===== src/rtl/scariv_ldq_ptr_ctrl.sv =====
`default_nettype none
// ============================================================================
//  Module   : scariv_ldq_ptr_ctrl
//  Purpose  : Pointer / occupancy control for the load queue (LDQ).
//             Allocates up to DISP_NUM entries per cycle in program order and
//             retires at most one entry per cycle, strictly in order, from
//             the oldest live entry.
//  Revision : 1.0  initial release
// ----------------------------------------------------------------------------
//  Ports
//    i_clk              clock, rising edge
//    i_reset_n          asynchronous active-low reset
//    i_disp_valid       per-slot dispatch request
//    o_disp_ready       all DISP_NUM slots can be accepted this cycle
//    o_disp_entry_oh    per-slot one-hot of the allocated entry
//    o_entry_load       per-entry allocation strobe (OR of all slots)
//    i_entry_finish     per-entry finish; only the oldest entry is honoured
//    o_outptr_valid_oh  one-hot of the oldest live entry, zero when empty
//    o_inptr/o_outptr   pointers including wrap bit
//    o_count/o_empty/o_full  occupancy
//    o_max_count/o_stall_cycles  statistics
//  Configuration
//    SCARIV_LDQ_PTR_STAT_EN : when defined, statistics registers are built;
//                             otherwise the statistics outputs are tied to 0.
// ============================================================================
module scariv_ldq_ptr_ctrl #(
  parameter int ENTRY_NUM = 16,
  parameter int DISP_NUM  = 2
) (
  input  logic                            i_clk,
  input  logic                            i_reset_n,
  input  logic [DISP_NUM-1:0]             i_disp_valid,
  output logic                            o_disp_ready,
  output logic [DISP_NUM*ENTRY_NUM-1:0]   o_disp_entry_oh,
  output logic [ENTRY_NUM-1:0]            o_entry_load,
  input  logic [ENTRY_NUM-1:0]            i_entry_finish,
  output logic [ENTRY_NUM-1:0]            o_outptr_valid_oh,
  output logic [$clog2(ENTRY_NUM):0]      o_inptr,
  output logic [$clog2(ENTRY_NUM):0]      o_outptr,
  output logic [$clog2(ENTRY_NUM):0]      o_count,
  output logic                            o_empty,
  output logic                            o_full,
  output logic [$clog2(ENTRY_NUM):0]      o_max_count,
  output logic [31:0]                     o_stall_cycles
);

  localparam int IDX_W = $clog2(ENTRY_NUM);
  localparam int PTR_W = IDX_W + 1;
  localparam logic [ENTRY_NUM-1:0] C_ONE_OH = {{(ENTRY_NUM-1){1'b0}}, 1'b1};

  logic [PTR_W-1:0]             inptr_q;
  logic [PTR_W-1:0]             outptr_q;
  logic [PTR_W-1:0]             inptr_d;
  logic [PTR_W-1:0]             outptr_d;

  logic [IDX_W-1:0]             w_in_idx;
  logic [IDX_W-1:0]             w_out_idx;
  logic [PTR_W-1:0]             w_count;
  logic                         w_empty;
  logic                         w_full;
  logic                         w_ready;
  logic [PTR_W-1:0]             w_valid_cnt;
  logic [PTR_W-1:0]             w_acc_cnt;
  logic                         w_retire;
  logic [DISP_NUM*ENTRY_NUM-1:0] w_disp_oh;
  logic [ENTRY_NUM-1:0]         w_entry_load;

  assign w_in_idx  = inptr_q[IDX_W-1:0];
  assign w_out_idx = outptr_q[IDX_W-1:0];

  // Pointer difference modulo 2*ENTRY_NUM yields 0..ENTRY_NUM directly.
  assign w_count = inptr_q - outptr_q;
  assign w_empty = (inptr_q == outptr_q);
  assign w_full  = (w_in_idx == w_out_idx) && (inptr_q[IDX_W] != outptr_q[IDX_W]);

  // Readiness is all-or-nothing and ignores a retire in the same cycle, so
  // the check stays off the finish path.
  assign w_ready = ((32'(w_count) + 32'(DISP_NUM)) <= 32'(ENTRY_NUM));

  // Each valid slot takes the next free entry after all lower valid slots;
  // invalid slots do not consume an entry.
  always_comb begin
    logic [PTR_W-1:0] offset;
    logic [IDX_W-1:0] slot_idx;
    offset       = '0;
    slot_idx     = '0;
    w_disp_oh    = '0;
    w_entry_load = '0;
    for (int k = 0; k < DISP_NUM; k++) begin
      slot_idx = w_in_idx + offset[IDX_W-1:0];
      if (i_disp_valid[k] && w_ready) begin
        w_disp_oh[k*ENTRY_NUM +: ENTRY_NUM] = C_ONE_OH << slot_idx;
        w_entry_load = w_entry_load | (C_ONE_OH << slot_idx);
      end
      if (i_disp_valid[k]) begin
        offset = offset + PTR_W'(1);
      end
    end
    w_valid_cnt = offset;
  end

  assign w_acc_cnt = w_ready ? w_valid_cnt : '0;

  // Only the oldest entry can retire; finish bits elsewhere are ignored.
  assign w_retire = !w_empty && i_entry_finish[w_out_idx];

  assign inptr_d  = inptr_q + w_acc_cnt;
  assign outptr_d = outptr_q + {{(PTR_W-1){1'b0}}, w_retire};

  always_ff @(posedge i_clk or negedge i_reset_n) begin
    if (!i_reset_n) begin
      inptr_q  <= '0;
      outptr_q <= '0;
    end else begin
      inptr_q  <= inptr_d;
      outptr_q <= outptr_d;
    end
  end

`ifdef SCARIV_LDQ_PTR_STAT_EN
  logic [PTR_W-1:0] max_count_q;
  logic [31:0]      stall_q;
  logic [PTR_W-1:0] w_count_next;

  assign w_count_next = inptr_d - outptr_d;

  always_ff @(posedge i_clk or negedge i_reset_n) begin
    if (!i_reset_n) begin
      max_count_q <= '0;
      stall_q     <= '0;
    end else begin
      if (w_count_next > max_count_q) begin
        max_count_q <= w_count_next;
      end
      if ((|i_disp_valid) && !w_ready && (stall_q != 32'hFFFF_FFFF)) begin
        stall_q <= stall_q + 32'd1;
      end
    end
  end

  assign o_max_count    = max_count_q;
  assign o_stall_cycles = stall_q;
`else
  assign o_max_count    = '0;
  assign o_stall_cycles = '0;
`endif

  assign o_disp_ready      = w_ready;
  assign o_disp_entry_oh   = w_disp_oh;
  assign o_entry_load      = w_entry_load;
  assign o_outptr_valid_oh = w_empty ? '0 : (C_ONE_OH << w_out_idx);
  assign o_inptr           = inptr_q;
  assign o_outptr          = outptr_q;
  assign o_count           = w_count;
  assign o_empty           = w_empty;
  assign o_full            = w_full;

endmodule
`default_nettype wire


===== config.mk =====
export PLATFORM = sky130hd
export DESIGN_NAME = scariv_ldq_ptr_ctrl
export DESIGN_NICKNAME = d
export VERILOG_FILES = /design/src/rtl/scariv_ldq_ptr_ctrl.sv
export SDC_FILE = /design/constraint.sdc
export NUM_CORES = 1
export LEC_CHECK = 0
export CAP_MARGIN = 10
export CORE_UTILIZATION = 34
export DETAILED_ROUTE_END_ITERATION = 8
export PLACE_DENSITY = 0.91
export RECOVER_POWER = 100
export SYNTH_ARGS = -nofsm -noshare
export SYNTH_HDL_FRONTEND = slang
export SYNTH_SLANG_ARGS = --single-unit

===== constraint.sdc =====
create_clock -name i_clk -period 4.1 [get_ports i_clk]
set_clock_uncertainty 0.15 [all_clocks]
set_input_delay 0.615 -clock i_clk [delete_from_list [all_inputs] [get_ports i_clk]]
set_output_delay 0.615 -clock i_clk [all_outputs]
set_load 0.02 [all_outputs]

## After elaboration in Yosys (flattened, before gate mapping)

Index checks and enable logic that the tools add are counted.

- Flip-flop bits (word level): 10
- Input bits: 20
- Output and inout port bits: 119
- Logic and storage cells: 31

- Add/subtract/negate cells: 6
- Magnitude comparators: 2
- Eq/ne operators: 3
- Shift-type cells: 3
- Muxes and demuxes: 9
- Bitwise logic cells: 1
- Reductions and logical operators: 5

Operator list:

| operator | number |
|---|---|
| 2-to-1 mux 16 bit | 4 |
| left shift 1 x 4 -> 16 bit, first input constant | 3 |
| bitwise OR 16 bit | 1 |
| 2-to-1 mux 5 bit | 2 |
| adder 5 x 2 -> 6 bit, second input constant | 1 |
| less-or-equal comparator 6 x 5 -> 1 bit, second input constant | 1 |
| adder 5 x 1 -> 5 bit | 1 |
| adder 5 x 1 -> 5 bit, second input constant | 1 |
| adder 5 bit | 1 |
| equality test 5 bit | 1 |
| < comparator 4 x 5 -> 1 bit, second input constant | 1 |
| subtractor 5 bit | 1 |
| adder 4 bit | 1 |
| binary-select mux 1 bit (select 4 bit) | 1 |
| equality test 4 bit | 1 |
| logical AND 1 bit | 4 |
| 2-to-1 mux 1 bit | 2 |
| logical NOT 1 bit | 1 |
| != test 1 bit | 1 |

## Longest topological paths before layout

Gate-level depths: netlist of the first run.

- Depth after elaboration: 7
- Depth in mapped cells: 13

## Worst setup path before layout of the first run

Ideal clock, no wire load.

- Path type: reg2out
- Start: reg outptr_q[1] (netlist: o_outptr[1])
- End: out o_entry_load[4]
- Data arrival time: 2607 ps
- Required time: 3335 ps
- Path slack: 728 ps
- Cell stages (with the launch flop): 9
- Buffers on the path: 2
- Path through: dfrtp_1 -> clkbuf_1 -> inv_1 -> fa_1 -> xor2_1 -> nand4b_1 -> buf_4 -> and4_1 -> o21bai_1

- Cells in the longest elaborated chain, start to end: 7

Ends and longest elaborated chain:

| what | RTL line | RTL |
|---|---|---|
| start: declaration | 52 | `logic [PTR_W-1:0] outptr_q;` |
| start signal: assignment | 116 | `outptr_q <= outptr_d;` |
| subtractor 5 bit * | 72 | `assign w_count = inptr_q - outptr_q;` |
| via o_count[2] | 40 | `output logic [$clog2(ENTRY_NUM):0] o_count,` |
| adder 5 x 2 -> 6 bit * | 78 | `assign w_ready = ((32'(w_count) + 32'(DISP_NUM)) <= 32'(ENTRY_NUM));` |
| less-or-equal comparator 6 x 5 -> 1 bit * | 78 |  |
| logical AND 1 bit | 91 | `if (i_disp_valid[k] && w_ready) begin` |
| 2-to-1 mux 16 bit | 91 |  |
| bitwise OR 16 bit | 93 | `w_entry_load = w_entry_load \| (C_ONE_OH << slot_idx);` |
| 2-to-1 mux 16 bit * | 91 |  |
| end: declaration | 35 | `output logic [ENTRY_NUM-1:0] o_entry_load,` |

The timed path passes the listed nets; every way through them passes the cells marked *.

## Worst setup path after layout of the first run

- Start: reg inptr_q[0] (netlist: o_inptr[0])
- End: out o_entry_load[14]

- Cells in the longest elaborated chain, start to end: 7

Ends and longest elaborated chain:

| what | RTL line | RTL |
|---|---|---|
| start: declaration | 51 | `logic [PTR_W-1:0] inptr_q;` |
| start signal: assignment | 115 | `inptr_q <= inptr_d;` |
| subtractor 5 bit | 72 |  |
| adder 5 x 2 -> 6 bit | 78 |  |
| less-or-equal comparator 6 x 5 -> 1 bit | 78 |  |
| logical AND 1 bit | 91 |  |
| 2-to-1 mux 16 bit | 91 |  |
| bitwise OR 16 bit | 93 |  |
| 2-to-1 mux 16 bit * | 91 |  |

Mark *: on every way between the ends. The rest lies on a longest branch, timed or not.

==> metrics.txt, run 1 <==
status=completed; cts bufs inserted=3; # rows=25; Worst-Skew Late Latency=about 0.24 ns; Switching Fraction=between 50 and 60%; Initial Utilization=between 30% and 40%; reg2reg end=o_inptr[4]; max incr delay on CP=around 0.62 ns; post-synth top area cell=buf_4; Final period util=between 90% and 100%; Seq/Total Area, Yosys=14.1%; core area=4880 um^2; maximum VDD drop=0.525 mV; CP Data Required Time=~3.3 ns; WHS Endpoint=o_inptr[4]; Most used DFF post-synth=dfrtp_1; n_diodes=0; die footprint=5530 um^2; combinational share of power=a little under 90%; share of layout cells above drive strength 1=a little under a tenth; clock transition at the registers of the reported paths=0.05 ns; Synth area leaders=buf_4 (16%), dfrtp_1 (14%), nor2_1 (11%); fin area=2760 um^2; Max Freq=about 260 MHz; Worst EP arrival=around 3.2 ns; synth warn=0; Tmin final=between 3 and 4 ns; largest net degree at the start of global routing=26; TNS Setup=0 ns; Synth Area per Inst=roughly 7.4 um^2; Placed Instances=410; gpl congestion=approximately 0.92; EDFF count, synth=0; GRT Overall Usage=about a fifth; share of the synthesized area in the top cell type=between 10% and 20%; Final setup viols=0; worst slack, placed=between 0.3 and 0.4 ns; I/O Buffers=about 100; Crit. End Element=output port; Hold Vio Cnt, Final=0; startpoint type of the worst setup path=flop; Routed WL=about 5.6 mm; Pre-antenna DRT Iters=4; Root Driver=clkbuf_8; r2r setup slk=slightly below 1 ns; IO Pins=between 100 and 150; CP Max Fanout=25; static leakage=between 1 and 1.5 nW; RSZ-0062 raised after global routing=false; clock power share=4.6%; Die H=around 74 um; cell chain of the critical path=inv_1 > ha_1 > inv_1 > fa_1 > a21o_1 > a21oi_1 > xnor2_1 > buf_4 > nand2_1 > buf_4 > o22ai_1 > clkdlybuf4s50_1; placed cell area=between 2000 and 3000 um^2; fin nets=roughly 380; Sink Count=10; via count=roughly 2000; RR Startpoint=o_inptr[0]; hold_sp=o_inptr[4]; TritonCTS clock tree=built; Die X=approximately 74 um; number of global-route vias before repair=1855; HPWL Detailed=4.58 mm; PD cells=between 900 and 1000 nW/um^2; post-layout power=about 2.7 mW; H-tree depth=1; #FFs+latches synth=10; hold bufs inserted after CTS=0; vias per cell=roughly 4.8; Synth Instances=242; Critical Path Slowest Stage Cell=clkdlybuf4s50_1; First DRT Iteration DRCs=87; MaxCap Viol Count=0; final cell count without fillers=approximately 410; Final Max Tran Viols=0; crit path kind=flop to output port; GRT overflow=0; internal power=1.17 mW; Register-to-Register Path Depth=12; number of antenna violations at the first check in global routing=0; net switching power=around 1.6 mW; post-synthesis to final-layout area growth=55.1%; first-pass GRT wire length=around 8.7 mm; Avg WL per Cell=between 10 and 15 um; post-synth cell types=between 40 and 50; Hold WC Path Type=flop to flop; residual DRC count=0; Post-DRT Antenna Nets=0; sequential share of power=under 10%; Async SR Flop Fraction=between 90% and 100%; worst setup margin=approximately 0.18 ns; hold path depth=1; CTS Buffer Depth=2; Mapped Area=roughly 1800 um^2
==> repair_timing <==
action | CTS | global route
setup endpoints to repair | 0 | 12
buffers inserted | 0 | 0
gates resized for setup | 0 | 11
==> cell usage in the layout, fill, tap and decap left out, types with 6 or more instances in the layout <==
master           Yosys  routed
dlygate4sd3_1        0      52
nor2_1              50      50
clkdlybuf4s50_1      0      39
conb_1               1      37
nand2_1             29      29
o22ai_1             15      15
buf_4               38      12
ha_1                11      11
inv_1               10      10
clkbuf_1             5      10
dfrtp_1             10       9
nor3_1               6       6
==> critical path: cells and delay by family (launching register included) <==
family          cells  cell delay [ns]
flops               1             0.37
compound gates      3             0.55
buf+inv             5             1.17
fa+ha+maj           2             0.56
xor+xnor            1             0.18
simple gates        1             0.06
==> cells in the mapped netlist, types with 5 or more instances <==
master / count
inv_1: 10
xor2_1: 5
nor3_1: 6
clkbuf_1: 5
o22ai_1: 15
nor2_1: 50
buf_4: 38
xnor2_1: 5
ha_1: 11
dfrtp_1: 10
nand2_1: 29
==> per-layer routing <==
layer  up-vias  track usage [%]  part of all wire [%]
li1        956                -                     -
met4         0             7.97                   2.1
met3        12             6.37                    10
met2       131             38.5                    50
met5         -                0                     0
met1       894             21.5                    38
==> power by group through the flow <==
stage / logic [mW] / clock network [mW] / registers [mW]
3_5_place_dp: 2.52 / 0 / 0.211
4_1_cts: 2.53 / 0.129 / 0.211
6_report: 2.40 / 0.125 / 0.211
2_1_floorplan: 1.56 / 0 / 0.283
5_1_grt: 2.61 / 0.134 / 0.223
3_3_place_gp: 2.47 / 0 / 0.208
==> registers in the layout, indices dropped and copies added, names as in the netlist <==
name	flops
o_inptr	5
o_outptr	5
==> kinds of logic (layout without fill, tap and decap cells) <==
group / Yosys count / count (layout) / share of synthesized area (%)
compound gates: 27 / 27 / 9.98
xor+xnor: 10 / 10 / 4.92
fa+ha+maj: 13 / 13 / 9.98
buf+inv: 59 / 128 / 21.1
flops: 10 / 10 / 14.1
mux: 5 / 5 / 5.62
other cells: 1 / 37 / 0.211
simple gates: 117 / 117 / 34.2
==> area by class of cell <==
class / count / area, um^2
fill: 462 / 2120
multi-input combinational: 209 / 1290
timing repair buffer: 114 / 1040
sequential: 10 / 251
tap: 67 / 83.8
clock buffer: 4 / 55.1
inverter: 10 / 37.5
==> through the flow <==
step | hold slack, ns | utilization [%]
after floorplan | 0.169 | -
after global placement | 0.353 | 56.8
after detailed placement | 0.358 | 56.8
after CTS | 0.374 | 57.9
after global routing | 0.392 | 56.6
final | 0.368 | 56.6
==> worst max path at each step <==
stage	from	to	cells past startpoint
after floorplan	o_outptr[1]	o_entry_load[4]	8
after global routing	o_inptr[0]	o_disp_entry_oh[19]	12
after detailed placement	o_inptr[0]	o_entry_load[3]	12
after global placement	i_disp_valid[0]	o_entry_load[11]	8
final	o_inptr[0]	o_entry_load[14]	12
after CTS	o_inptr[0]	o_entry_load[3]	12
Power figures use the tool's default switching activity.
==> run 2: changes to the inputs <==
Settings changed: CTS_CLUSTER_DIAMETER set to 40.
==> results of run 2 <==
No change in the layout: final DEF, timing and power equal those of run 1.
